**src/rtl/ctr_seq_pkg.sv**
```systemverilog
// Shared definitions for the counter-sequence checker: mode and state
// encodings and the counter-field widths.
package ctr_seq_pkg;

  localparam int NB_32 = 32;
  localparam int NB_64 = 64;

  localparam logic [1:0] MODE_INC32 = 2'd0;
  localparam logic [1:0] MODE_INC64 = 2'd1;
  localparam logic [1:0] MODE_PRBS  = 2'd2;

  typedef enum logic [1:0] {
    ST_IDLE   = 2'd0,
    ST_HUNT   = 2'd1,
    ST_LOCKED = 2'd2
  } state_t;

  // Modes 0 and 1 are counter modes; anything at or above PRBS disables checking.
  function automatic logic mode_is_ctr(input logic [1:0] mode);
    return mode < MODE_PRBS;
  endfunction

endpackage

```
**src/rtl/ctr_seq_next_block.sv**
```systemverilog
// Combinational counter increment: produces the block that should follow
// i_block under inc32/inc64, and flags an all-ones counter tail (wrap).
// The head above the counter field is passed through untouched.
module ctr_seq_next_block
  import ctr_seq_pkg::*;
#(
  parameter int NB_BLOCK = 128,
  parameter int NB_MODE  = 2
) (
  input  logic [NB_BLOCK-1:0] i_block,
  input  logic [NB_MODE-1:0]  i_mode,
  output logic [NB_BLOCK-1:0] o_next_block,
  output logic                o_tail_ones
);

  // Increment only the counter tail selected by mode; no carry into the head.
  always_comb begin
    o_next_block = i_block;
    o_tail_ones  = 1'b0;
    if (i_mode == NB_MODE'(MODE_INC64)) begin
      o_next_block[NB_64-1:0] = i_block[NB_64-1:0] + NB_64'(1);
      o_tail_ones             = &i_block[NB_64-1:0];
    end else begin
      o_next_block[NB_32-1:0] = i_block[NB_32-1:0] + NB_32'(1);
      o_tail_ones             = &i_block[NB_32-1:0];
    end
  end

endmodule

```
**config.mk**
```make
export PLATFORM = sky130hd
export DESIGN_NAME = ctr_seq_next_block
export DESIGN_NICKNAME = d
export VERILOG_FILES = /design/src/rtl/ctr_seq_pkg.sv /design/src/rtl/ctr_seq_next_block.sv
export SDC_FILE = /design/constraint.sdc
export NUM_CORES = 1
export LEC_CHECK = 0
export ABC_AREA = 1
export CAP_MARGIN = 20
export CORE_AREA = 2 2 101 103
export DETAILED_ROUTE_END_ITERATION = 8
export DIE_AREA = 0 0 103 105
export PLACE_DENSITY = 0.79
export SLEW_MARGIN = 10
export SYNTH_ARGS = -nofsm -noshare
export SYNTH_HDL_FRONTEND = slang
export SYNTH_SLANG_ARGS = --single-unit
export TNS_END_PERCENT = 1
```
**constraint.sdc**
```tcl
create_clock -name vclk -period 7.45
set_input_delay 2.235 -clock vclk [all_inputs]
set_output_delay 2.235 -clock vclk [all_outputs]
set_load 0.01 [all_outputs]
```
==> metrics <==
Synth cell types=26; drt first pass iters=4; Initial Utilization=28.1%; vias in the first global route=3,040; metal3 WL=995 um; row count=36; Worst Hold Class=primary input to output port; fraction of layout cells with a size suffix above 1=8.24%; Die X-Extent=103 um; count leader, synth=nand2_1; Post-CTS Setup Bufs=0; sequential cells=0; Overall Global Routing Usage=17.3%; Nets=691; sequential fraction of the synthesis area=0%; Area contributors post-synth=nand2_1 (18%), buf_4 (18%), nor2_1 (9.8%); syn avg cell area=5.51 um2; Arrival @ worst endpoint=4.57 ns; syn nets=622; final worst-path cycle share=91.3%; Clk pwr share=0%; Crit Path Category=primary input to output port; final setup violation count=0; pwr/cell area=40.7 nW/um2; Iter 0 DRT Violations=128; post-route ant nets=0; top sig layer=met4; Post-DP HPWL=8700 um; Reg area=0 um2; sequential fraction of design power=0%; list of most frequent post-synthesis cells=nand2_1 (130), nor2_1 (71), buf_4 (64); RSZ-0062 raised after global routing=no; Worst EP required=5.22 ns; vias=3,180; vias per cell=4.60; die height=105 um; area leader, netlist=nand2_1; die area=10,800 um2; Critical Path Fanout Max=6; Final WS setup=0.645 ns; IR Drop Worst-Case VDD=14.4 uV; # IOs=259; synthesized area=2710 um2; routed wl met2=4500 um; Final Power=151 uW; routed wire length=9780 um; sw frac=47.0%; initial antenna violation count=0; Fill cells=1,097; Final Slew Violations=0; combinational share of power=100.0%; Syn. warnings=0; worst slew pin tran=0.469 ns; Post-Synthesis Cells=491; first-pass GRT wire length=15,100 um; Leak=1.58 nW; Final Hold Viols=0; CP startpoint kind=primary input; area taken by multi-input logic gates=1990 um2; CTS hold repair buffers=0; largest net degree at the start of global routing=11; # port buffers=131; Internal=79.9 uW; max-cap violation count=0; DP Worst Slack=0.654 ns; area growth from synthesis to layout=36.8%; Core Footprint=9640 um2; Ant. Diodes=0; Setup Total Neg Slack=0 ns; Hold Path Origin=i_block[119]; post-CTS resize count=0; DR WL/cell=14.2 um; Layout clock buffers=0; status=finished clean; Yosys top cell area share=18.0%; Slew headroom=68.4%; RePlAce Congestion=0.934; Final Critical Period=6.80 ns; CP Capture Type=output port; Worst Hold End=o_next_block[119]; met1 wire length=3850 um; switching power=70.9 uW; total congestion overflow=0; hold-critical path depth=0; drt drc=0; Max Clock Freq=0.147 GHz
cell type report:
type / instances / share of cell area, %
well taps: 133 / 4.49
inverters: 64 / 6.49
multi-input cells: 363 / 53.6
repair buffers: 131 / 35.4
layer usage:
layer  up-vias  global-route usage (%)
met5         -                       0
met2       155                    29.3
li1       1601                       -
met1      1372                    20.5
met3        52                    4.48
met4         0                    6.67
critical path, stage by stage:
cell and delay [ns]:
clkdlybuf4s50_1 0.53, ha_1 0.21, nand2_2 0.08, nor2_4 0.19, nand3_4 0.15, nor2_4 0.17, nand3_2 0.16, nor2_1 0.12
nor2_1 0.05, nor2_1 0.12, clkdlybuf4s50_1 0.56
through the flow:
step / hold slack [ns] / std cells / area (um2) / util, %
CTS: 4.47 / 691 / 3700 / 38.4
global placement: 4.47 / 691 / 3700 / 38.4
floorplan: 4.52 / 491 / 2710 / -
finish: 4.47 / 691 / 3700 / 38.4
detailed placement: 4.47 / 691 / 3700 / 38.4
global route: 4.47 / 691 / 3700 / 38.4
power groups by stage:
stage | sequential, mW | clock [mW] | combinational (mW)
CTS | 0 | 0 | 0.151
detailed placement | 0 | 0 | 0.150
global route | 0 | 0 | 0.163
finish | 0 | 0 | 0.151
floorplan | 0 | 0 | 0.0892
global placement | 0 | 0 | 0.150
how the worst max path moves through the flow:
stage,startpoint,endpoint,slack (ns)
after floorplan,i_block[0],o_next_block[32],1.85
after global placement,i_block[0],o_next_block[58],0.66
after detailed placement,i_block[0],o_next_block[58],0.65
after CTS,i_block[0],o_next_block[58],0.64
after global routing,i_block[0],o_next_block[58],0.47
final,i_block[0],o_next_block[58],0.65
cell usage in the layout (no fill, tap or decap), drive strengths merged:
cell type,instances
nand2,142
clkdlybuf4s50,131
nor2,93
inv,63
nand3,36
xor2,24
xnor2,24
nand4,19
nor3,12
nand3b,6
nor4,2
o21ai,2
or2,1
clkinv,1
nor3b,1
ha,1
kinds of logic after synthesis:
group / count (synthesis) / synth area share (%)
xor gates and xnor gates: 48 / 16.1
adders and majority gates: 1 / 0.462
buffers and inverters: 128 / 26.6
AOI/OAI and AO/OA: 2 / 0.370
and+or+nand+nor: 312 / 56.4
No activity file was read; power rests on OpenSTA's default activity.
